==> src/rtl/noc_outport_arbiter.sv <==
// noc_outport_arbiter
// Switch allocator plus output register for one router output port.
// Head flits from the inputs compete round-robin. The winner holds the
// output (wormhole lock) until its tail flit is accepted. One registered
// flit stage drives the downstream link.
module noc_outport_arbiter #(
  parameter int NUM_IN   = 5,
  parameter int FLIT_W   = 64,
  parameter int HEAD_BIT = FLIT_W - 1,
  parameter int TAIL_BIT = FLIT_W - 2
) (
  input  logic                     clk,
  input  logic                     rst,
  input  logic [NUM_IN*FLIT_W-1:0] flit_in,
  input  logic [NUM_IN-1:0]        valid_in,
  output logic [NUM_IN-1:0]        ready_out,
  output logic [FLIT_W-1:0]        flit_out,
  output logic                     valid_out,
  input  logic                     ready_in,
  output logic [NUM_IN-1:0]        lock_owner,
  output logic                     pkt_done,
  output logic                     err_orphan
);

  localparam int PTR_W = (NUM_IN > 1) ? $clog2(NUM_IN) : 1;

  localparam logic [0:0] ST_IDLE   = 1'b0;
  localparam logic [0:0] ST_LOCKED = 1'b1;

  // Convert an input index into a one-hot input mask.
  function automatic logic [NUM_IN-1:0] onehot(input logic [PTR_W-1:0] idx);
    logic [NUM_IN-1:0] v;
    v      = '0;
    v[idx] = 1'b1;
    return v;
  endfunction

  logic [0:0]        state_r;
  logic [PTR_W-1:0]  ptr_r;
  logic [PTR_W-1:0]  owner_r;
  logic [NUM_IN-1:0] lock_owner_r;
  logic [FLIT_W-1:0] flit_out_r;
  logic              valid_out_r;
  logic              pkt_done_r;
  logic              err_orphan_r;

  logic              load_ok_s;
  logic [NUM_IN-1:0] eligible_s;
  logic [NUM_IN-1:0] orphan_s;
  logic              grant_vld_s;
  logic [PTR_W-1:0]  grant_idx_s;
  logic [PTR_W-1:0]  scan_idx_s;
  logic [NUM_IN-1:0] ready_s;
  logic              accept_s;
  logic [PTR_W-1:0]  sel_idx_s;
  logic [FLIT_W-1:0] sel_flit_s;
  logic              sel_tail_s;
  logic [PTR_W-1:0]  ptr_next_s;

  // The output stage can take a new flit when it is empty or being drained.
  assign load_ok_s = ~valid_out_r | ready_in;

  // Classify each requesting input: heads may compete, non-heads are orphans when idle.
  always_comb begin
    eligible_s = '0;
    orphan_s   = '0;
    for (int i = 0; i < NUM_IN; i++) begin
      eligible_s[i] = valid_in[i] &  flit_in[i*FLIT_W + HEAD_BIT];
      orphan_s[i]   = valid_in[i] & ~flit_in[i*FLIT_W + HEAD_BIT];
    end
  end

  // Round-robin scan from ptr; walking downward lets the closest eligible input win last.
  always_comb begin
    grant_vld_s = 1'b0;
    grant_idx_s = '0;
    scan_idx_s  = '0;
    for (int k = NUM_IN - 1; k >= 0; k--) begin
      scan_idx_s = PTR_W'((int'(ptr_r) + k) % NUM_IN);
      if (eligible_s[scan_idx_s]) begin
        grant_vld_s = 1'b1;
        grant_idx_s = scan_idx_s;
      end else begin
        grant_vld_s = grant_vld_s;
        grant_idx_s = grant_idx_s;
      end
    end
  end

  // Per-input ready: the winning head in IDLE or the lock owner, gated by output space and reset.
  always_comb begin
    ready_s = '0;
    case (state_r)
      ST_IDLE: begin
        if (grant_vld_s) begin
          ready_s = onehot(grant_idx_s);
        end else begin
          ready_s = '0;
        end
      end
      ST_LOCKED: ready_s = lock_owner_r;
      default:   ready_s = '0;
    endcase
    ready_s = ready_s & {NUM_IN{load_ok_s & ~rst}};
  end

  assign accept_s = |(ready_s & valid_in);

  // Select which input's flit is forwarded: the owner while locked, else the arbitration winner.
  always_comb begin
    sel_flit_s = '0;
    if (state_r == ST_LOCKED) begin
      sel_idx_s = owner_r;
    end else begin
      sel_idx_s = grant_idx_s;
    end
    for (int i = 0; i < NUM_IN; i++) begin
      if (sel_idx_s == PTR_W'(i)) begin
        sel_flit_s = flit_in[i*FLIT_W +: FLIT_W];
      end else begin
        sel_flit_s = sel_flit_s;
      end
    end
  end

  assign sel_tail_s = sel_flit_s[TAIL_BIT];

  // Priority moves one past the input that actually won, wrapping at NUM_IN-1.
  always_comb begin
    if (grant_idx_s == PTR_W'(NUM_IN - 1)) begin
      ptr_next_s = '0;
    end else begin
      ptr_next_s = grant_idx_s + 1'b1;
    end
  end

  // Arbitration state, wormhole lock, output register and status flags.
  always_ff @(posedge clk) begin
    if (rst) begin
      state_r      <= ST_IDLE;
      ptr_r        <= '0;
      owner_r      <= '0;
      lock_owner_r <= '0;
      flit_out_r   <= '0;
      valid_out_r  <= 1'b0;
      pkt_done_r   <= 1'b0;
      err_orphan_r <= 1'b0;
    end else begin
      pkt_done_r <= 1'b0;

      if (load_ok_s) begin
        if (accept_s) begin
          flit_out_r  <= sel_flit_s;
          valid_out_r <= 1'b1;
        end else begin
          valid_out_r <= 1'b0;
        end
      end

      case (state_r)
        ST_IDLE: begin
          if (|orphan_s) begin
            err_orphan_r <= 1'b1;
          end
          if (accept_s) begin
            ptr_r <= ptr_next_s;
            if (sel_tail_s) begin
              pkt_done_r <= 1'b1;
            end else begin
              state_r      <= ST_LOCKED;
              owner_r      <= grant_idx_s;
              lock_owner_r <= onehot(grant_idx_s);
            end
          end
        end
        ST_LOCKED: begin
          if (accept_s && sel_tail_s) begin
            state_r      <= ST_IDLE;
            lock_owner_r <= '0;
            pkt_done_r   <= 1'b1;
          end
        end
        default: begin
          state_r      <= ST_IDLE;
          lock_owner_r <= '0;
        end
      endcase
    end
  end

  assign ready_out  = ready_s;
  assign flit_out   = flit_out_r;
  assign valid_out  = valid_out_r;
  assign lock_owner = lock_owner_r;
  assign pkt_done   = pkt_done_r;
  assign err_orphan = err_orphan_r;

endmodule

==> config.mk <==
export PLATFORM = sky130hd
export DESIGN_NAME = noc_outport_arbiter
export DESIGN_NICKNAME = d
export VERILOG_FILES = /design/src/rtl/noc_outport_arbiter.sv
export SDC_FILE = /design/constraint.sdc
export NUM_CORES = 1
export LEC_CHECK = 0
export ABC_AREA = 1
export CAP_MARGIN = 0
export CORE_AREA = 2 2 156 158
export DETAILED_ROUTE_END_ITERATION = 10
export DIE_AREA = 0 0 158 160
export SYNTH_ARGS = -nofsm -noshare
export SYNTH_HDL_FRONTEND = slang
export SYNTH_SLANG_ARGS = --single-unit
==> constraint.sdc <==
create_clock -name clk -period 5 [get_ports clk]
set_input_delay 1.5 -clock clk [delete_from_list [all_inputs] [get_ports clk]]
set_output_delay 1.5 -clock clk [all_outputs]
set_load 0.02 [all_outputs]
==> reports/results.ini, run 1 <==
[placed_design]
dp_slack_ps = -555.3
dp_hpwl_um = 26690
io_buffers = 404
gp_congestion = 0.9044
placed_cells = 1796

[timing]
finalSetupViolations = 0
rsz0062_at_grt = yes
slew_headroom_pct = 48.93
period_share_pct = 99.20
finClkSkew_ps = 16.91
fin_ws_ps = 39.78
max_freq_mhz = 201.6
hold_viol_final = 0
min_period_ps = 4960
tightestPinTransition_ps = 766.0
slew_violations = 0

[yosys]
synth_area_per_cell_um2 = 5.988
synthCells = 1040
synth_seq_cells = 79
synth_area_um2 = 6227
synth_top_family_by_area = compound AO/OA/AOI/OAI gates
synth_seq_area_share_pct = 25.40
synth_compound_area_share_pct = 31.06
synthMuxAreaShare_pct = 0
synth_edf_count = 0
synthFlopType = dfxtp_1
synth_simple_gate_area_share_pct = 29.58
yosys.cell_types.count = 37
synthAdderAreaFrac_pct = 3.818
ys_async_sr_fraction_pct = 0
syn-num-nets = 1387
yosys_warnings = 0
synth-xor-area-share_pct = 0.8439

[routing]
drt-total-wl_um = 34960
wl_per_cell_um = 18.99
drt_first_pass_iters = 5
viasPerCell = 4.841
drt_iter0_markers = 526
ant_nets = 0
vias = 8912
drc = 0

[final_layout]
area_growth_pct = 93.03
n_fill_cell = 2551
finalNonFillerCells = 1841
drive_gt1_share_pct = 17.08
final_common_cell = clkdlybuf4s50_1
final_nets = 1858
final_cell_mix = 391 x clkdlybuf4s50_1, 216 x a21oi_1, 167 x nand2_1, 130 x o21ai_0, 107 x buf_4
multi_input_area_um2 = 4432
seq_area_um2 = 1585
final_core_util_pct = 50.46

[clocking]
clkTransAtPathRegs_ps = 60
clock_latency_ps = 360
htreeDepth = 3
cts_tree = yes
root_buffer = clkbuf_16
numCtsBuffers = 9
cts_hold_buffers = 0
clk_path_buf_depth = 2
clock-sinks = 79

[floorplan]
dieArea_um2 = 25280
die_h_um = 160
row_count = 57
ios = 405
core_um2 = 23820
initial_core_util_pct = 26.14
fp.dieW_um = 158

[setup_path]
crit_fanout = 8
startpoint_type = flop
r2r_slack_ps = 250
timing.rr.end = flit_out[26]$_SDFFE_PP0P_
r2r-start = ptr_r[1]$_SDFFE_PP0P_
crit_path_end_kind = output port
ff2ff_path_depth = 36
crit_arrival_ps = 3460
crit_required_ps = 3500
path_class = flop to output port

[min_path]
hp-class = flop to flop
holdCritStartpoint = err_orphan$_SDFFE_PP0P_
hold-path-cell-count = 1
hold_end = err_orphan$_SDFFE_PP0P_

[global_route]
overflow = 0
grt_max_degree = 73
grt_usage_pct = 26.57
grt_pass1_wl_um = 50670
antenna_found_initial = 5
grt_pass1_vias = 8498

[power]
power_mw = 8.672
p_leak_nw = 5.017
power_density_nw_per_um2 = 721.4
ir_worst_vdd_mv = 0.5110

[job]
drv_cap = 0

[run_status]
status = finished, final reports clean

-- timing repair --
item,CTS,global route
pin swaps,6,49
gates resized for setup,47,106
setup endpoints to repair,5,83
buffers inserted,8,20
-- cells in the mapped netlist, types with 2 or more instances --
cell / number / share of area (%)
nor3_1: 6 / 0.48
nand3_2: 3 / 0.48
a21oi_1: 223 / 18
nand2_2: 10 / 1.0
o21ai_1: 13 / 1.0
buf_2: 15 / 1.2
nor3_4: 3 / 0.78
nand2_4: 3 / 0.54
o22ai_1: 3 / 0.30
xor2_1: 4 / 0.56
nor2_1: 106 / 6.4
nand4_1: 7 / 0.70
xnor2_1: 2 / 0.28
or2_2: 2 / 0.20
ha_1: 19 / 3.8
nand3b_1: 5 / 0.60
inv_2: 7 / 0.42
nor2_4: 2 / 0.36
o21ai_0: 135 / 11
dfxtp_1: 79 / 25
clkbuf_1: 35 / 2.1
buf_6: 6 / 1.1
nor2_2: 3 / 0.30
buf_4: 3 / 0.36
nand2_1: 208 / 13
inv_1: 66 / 4.0
nand3_1: 62 / 5.0
-- critical path, cell delays in order, from the launching register on --
cell and delay, ps:
dfxtp_2 340, inv_2 60, buf_4 180, ha_1 210, nand2_2 90, nand2_4 60, ha_4 240, o31ai_4 350
nand2_2 150, nand2_4 100, nand2_2 60, nand2_1 60, nand3_1 90, nand2_2 110, nand2_4 70, nand3_2 50
nand2_1 50, nand2_1 60, nand2_1 60, nand2_2 90, nand2_4 80, nor2_4 150, nand2_2 70, a21oi_2 180
buf_6 140
-- routing by layer --
layer	global-route usage (%)	part of all wire, %	up-vias	wire, um
met5	0	0.077	-	27
li1	-	-	4446	-
met2	46.74	50	339	17500
met4	6.880	1.9	4	670
met3	5.617	6.7	38	2331
met1	32.66	41	4085	14440
-- how the worst max path moves through the flow --
stage | depth (start not counted) | slack (ps) | startpoint | endpoint
finish | 24 | 40 | ptr_r[1]$_SDFFE_PP0P_ | ready_out[2]
global route | 24 | -130 | ptr_r[1]$_SDFFE_PP0P_ | ready_out[2]
CTS | 19 | 7 | valid_in[2] | ready_out[1]
detailed placement | 14 | -560 | valid_in[3] | ready_out[0]
global placement | 14 | -560 | valid_in[3] | ready_out[0]
floorplan | 25 | -10 | ptr_r[0]$_SDFFE_PP0P_ | ready_out[0]
-- state kept, by name, indices dropped and copies added, names as in the netlist, named ones only --
| name | flops |
|---|---|
| err_orphan | 1 |
| flit_out | 64 |
| lock_owner | 5 |
| owner_r | 3 |
| pkt_done | 1 |
| ptr_r | 3 |
| valid_out | 1 |
-- through the flow --
| step | cell area [um2] | TNS, ps | hold slack (ps) |
|---|---|---|---|
| 2_1_floorplan | 6235 | -12.39 | 447.2 |
| 5_1_grt | 12020 | -437.4 | 507.0 |
| 3_5_place_dp | 11140 | -2635 | 464.8 |
| 4_1_cts | 11540 | 0 | 479.3 |
| 6_report | 12020 | 0 | 476.3 |
| 3_3_place_gp | 11140 | -2601 | 449.5 |
-- cells by family (layout without fill, tap and decap cells) --
family | count (synthesis) | in the layout
simple gates | 422 | 422
compound gates | 380 | 380
buf+inv | 134 | 610
flops | 79 | 79
fa+ha+maj | 19 | 19
xor+xnor | 6 | 6
other cells | 0 | 1
-- area by class of cell --
type                    count  share of cell area (%)
clock inverters             4                  0.2602
flip-flops and latches     79                   13.19
diodes                      1                 0.02082
repair buffers            520                   41.97
well taps                 324                   3.373
multi-input cells         827                   36.87
clock buffers              12                   1.967
inverters                  74                   2.352
-- report_power, final --
part / internal [mW] / switching [mW] / leakage, nW
Sequential: 0.814 / 0.0874 / 0.651
Clock: 0.340 / 0.297 / 0.119
Combinational: 2.81 / 4.33 / 4.25
Note: power is estimated with default switching activity, not from simulation.
==> run 2, diff against run 1 <==
--- a/config.mk
+++ b/config.mk
@@ -7,9 +7,9 @@
 export LEC_CHECK = 0
 export ABC_AREA = 1
 export CAP_MARGIN = 0
-export CORE_AREA = 2 2 156 158
+export CORE_AREA = 2 2 157 159
 export DETAILED_ROUTE_END_ITERATION = 10
-export DIE_AREA = 0 0 158 160
+export DIE_AREA = 0 0 159 161
 export SYNTH_ARGS = -nofsm -noshare
 export SYNTH_HDL_FRONTEND = slang
 export SYNTH_SLANG_ARGS = --single-unit
==> constraint.sdc (replaced) <==
create_clock -name clk -period 5.9 [get_ports clk]
set_input_delay 1.77 -clock clk [delete_from_list [all_inputs] [get_ports clk]]
set_output_delay 1.77 -clock clk [all_outputs]
set_load 0.02 [all_outputs]
==> run 2 against run 1 <==
Against the previous run: sequential share of layout area up 1.0 points; worst setup slack better by 220 ps; combinational power down 27%; non-clock buffer count shrank 62; clock skew fell by 4.0 ps; critical path type is now input port to output port; critical endpoint is now ready_out[0]; sequential cell count stayed put; register-to-register slack gained 870 ps.
==> reports/results.ini, run 2 (synthesis results as in run 1) <==
[placed_design]
gp_congestion = 0.8944  ; -1.1%
dp_slack_ps = -195.8  ; +359.5 ps
placed_cells = 1762  ; -1.9%
io_buffers = 404  ; unchanged
dp_hpwl_um = 25520  ; -4.4%

[setup_path]
cp.depth = 17  ; -29%
crit_path_top_delay_cell = clkdlybuf4s50_1
ff2ff_path_depth = 32  ; -11%
cpPeakStageDelay_ps = 490  ; +140 ps
cp_top_family = simple AND/OR/NAND/NOR gates
cpMostUsedCell = nand2_1
crit_chain = clkdlybuf4s50_1 > nand2_1 > buf_4 > nand3_1 > nand3_1 > nand2_1 > nand2_1 > nand3_1 > nand2_1 > nand2_1 > nand2_1 > nand2_2 > nand2_4 > nor2_2 > nand3_1 > a21oi_1 > buf_4
r2r_slack_ps = 1120  ; +870 ps
path_class = input port to output port
crit_path_end_kind = output port
critPathBufInv = 3  ; unchanged
crit_fanout = 5  ; -3
crit_arrival_ps = 3870  ; +410 ps
crit_required_ps = 4130  ; +630 ps
startpoint_type = input port

[global_route]
antenna_found_initial = 1  ; -4
grt_max_degree = 73  ; unchanged
grt_pass1_wl_um = 48560  ; -4.2%
overflow = 0  ; unchanged
grt_pass1_vias = 8274  ; -2.6%
grt_usage_pct = 24.41  ; -2.2 points

[power]
power_frac_clock_pct = 8.4  ; +1.1 points
p_seq_share_pct = 11.8  ; +1.4 points
internal_power_mw = 2.848  ; -28%
power_switching_mw = 3.679  ; -22%
power_density_nw_per_um2 = 587.6  ; -19%
p_leak_nw = 4.582  ; -8.7%
switching_share_pct = 56.37  ; +2.0 points
ir_worst_vdd_mv = 0.3840  ; -25%
pwr-share-comb_pct = 79.9  ; -2.4 points

[floorplan]
core_um2 = 23960  ; +0.60%
die_h_um = 161  ; +0.63%
initial_core_util_pct = 25.99  ; -0.16 points
fp.dieW_um = 159  ; +0.63%
ios = 405  ; unchanged
dieArea_um2 = 25600  ; +1.3%
row_count = 57  ; unchanged

[routing]
ant_nets = 0  ; unchanged
drt_first_pass_iters = 5  ; unchanged
drc = 0  ; unchanged
drt-total-wl_um = 32500  ; -7.0%
drt_iter0_markers = 627  ; +19%
wl_per_cell_um = 18.27  ; -3.8%
viasPerCell = 4.830  ; -0.22%
vias = 8593  ; -3.6%

[min_path]
hp-class = flop to flop
hold-path-cell-count = 2  ; +1

[final_layout]
finalNonFillerCells = 1779  ; -3.4%
final_common_cell = clkdlybuf4s50_1
final_core_util_pct = 46.36  ; -4.1 points
final_nets = 1796  ; -3.3%
largest_reg_flops = 64  ; unchanged
drive_gt1_share_pct = 8.322  ; -8.8 points
final_cell_mix = 398 x clkdlybuf4s50_1, 223 x a21oi_1, 202 x nand2_1, 134 x o21ai_0, 104 x nor2_1
area_growth_pct = 78.38

[clocking]
cts_tree = yes
clock-sinks = 79  ; unchanged
clkTransAtPathRegs_ps = 60  ; about the same
post_cts_buffers = 0  ; -8
root_buffer = clkbuf_16
htreeDepth = 3  ; unchanged
clk_path_buf_depth = 2  ; unchanged
cts_hold_buffers = 0  ; unchanged
clock_latency_ps = 350  ; about the same
numCtsBuffers = 9  ; unchanged

[timing]
tightestPinTransition_ps = 758.3  ; -7.782 ps
hold_viol_final = 0  ; unchanged
max_freq_mhz = 177.3
fin_ws_ps = 258.7  ; +218.9 ps
finalSetupViolations = 0  ; unchanged
tns_ps = 0  ; unchanged
finClkSkew_ps = 12.94  ; -3.976 ps
period_share_pct = 95.62
min_period_ps = 5641
slew_headroom_pct = 48.92  ; about the same
slew_violations = 0  ; unchanged

[run_status]
status = finished, final reports clean

[job]
drv_cap = 0  ; unchanged

-- run 2: through the flow --
step           hold slack (ps)  area [um2]  total power [mW]
3_3_place_gp             449.8       10810             6.000
2_1_floorplan            447.2        6227             4.193
4_1_cts                  469.8       11080             6.552
5_1_grt                  492.9       11110             7.174
3_5_place_dp             457.7       10810             5.978
6_report                 467.7       11110             6.527
-- run 2: final timing paths --
kind,start,endpoint
max reg2reg,ptr_r[0]$_SDFFE_PP0P_,flit_out[37]$_SDFFE_PP0P_
min,flit_out[62]$_SDFFE_PP0P_,flit_out[62]$_SDFFE_PP0P_
max,flit_in[127],ready_out[0]
min reg2reg,flit_out[62]$_SDFFE_PP0P_,flit_out[62]$_SDFFE_PP0P_
-- run 2: power by group through the flow --
stage / clock, mW / combinational (mW) / sequential, mW
after global routing: 0.584 / 5.81 / 0.781
after floorplan: 0 / 3.28 / 0.910
after global placement: 0 / 5.23 / 0.773
after CTS: 0.570 / 5.22 / 0.766
after detailed placement: 0 / 5.20 / 0.776
final: 0.547 / 5.21 / 0.767
-- run 2: worst reg2reg max path, delay by kind of cell (launching register included) --
kind,cells,cell delay (ps)
AOI/OAI and AO/OA,3,610
adders and majority gates,3,820
buffers and inverters,8,1020
DFF,1,340
and+or+nand+nor,18,1920
-- run 2: area by class of cell --
| cell class | instances | area (um2) |
|---|---|---|
| Fill cell | 2563 | 12850 |
| Clock buffer | 9 | 225.2 |
| Tap cell | 324 | 405.4 |
| Inverter | 74 | 277.8 |
| Antenna cell | 1 | 2.502 |
| Timing Repair Buffer | 458 | 4463 |
| Sequential cell | 79 | 1582 |
| Multi-Input combinational cell | 827 | 4098 |
| Clock inverter | 7 | 55.05 |
-- run 2: layer usage --
metal  vias to the layer above  part of all wire (%)  global-route usage (%)
li1                       4322                     -                       -
met1                      3890                    43                   31.46
met2                       344                    47                   40.49
met3                        37                   7.7                   5.675
met4                         0                   2.6                   7.769
met5                         -                     0                       0
-- run 2: timing repair --
item                                    CTS  global route
pin swaps                                 0             5
endpoints found under the setup margin    5             5
resized for setup                         5            31
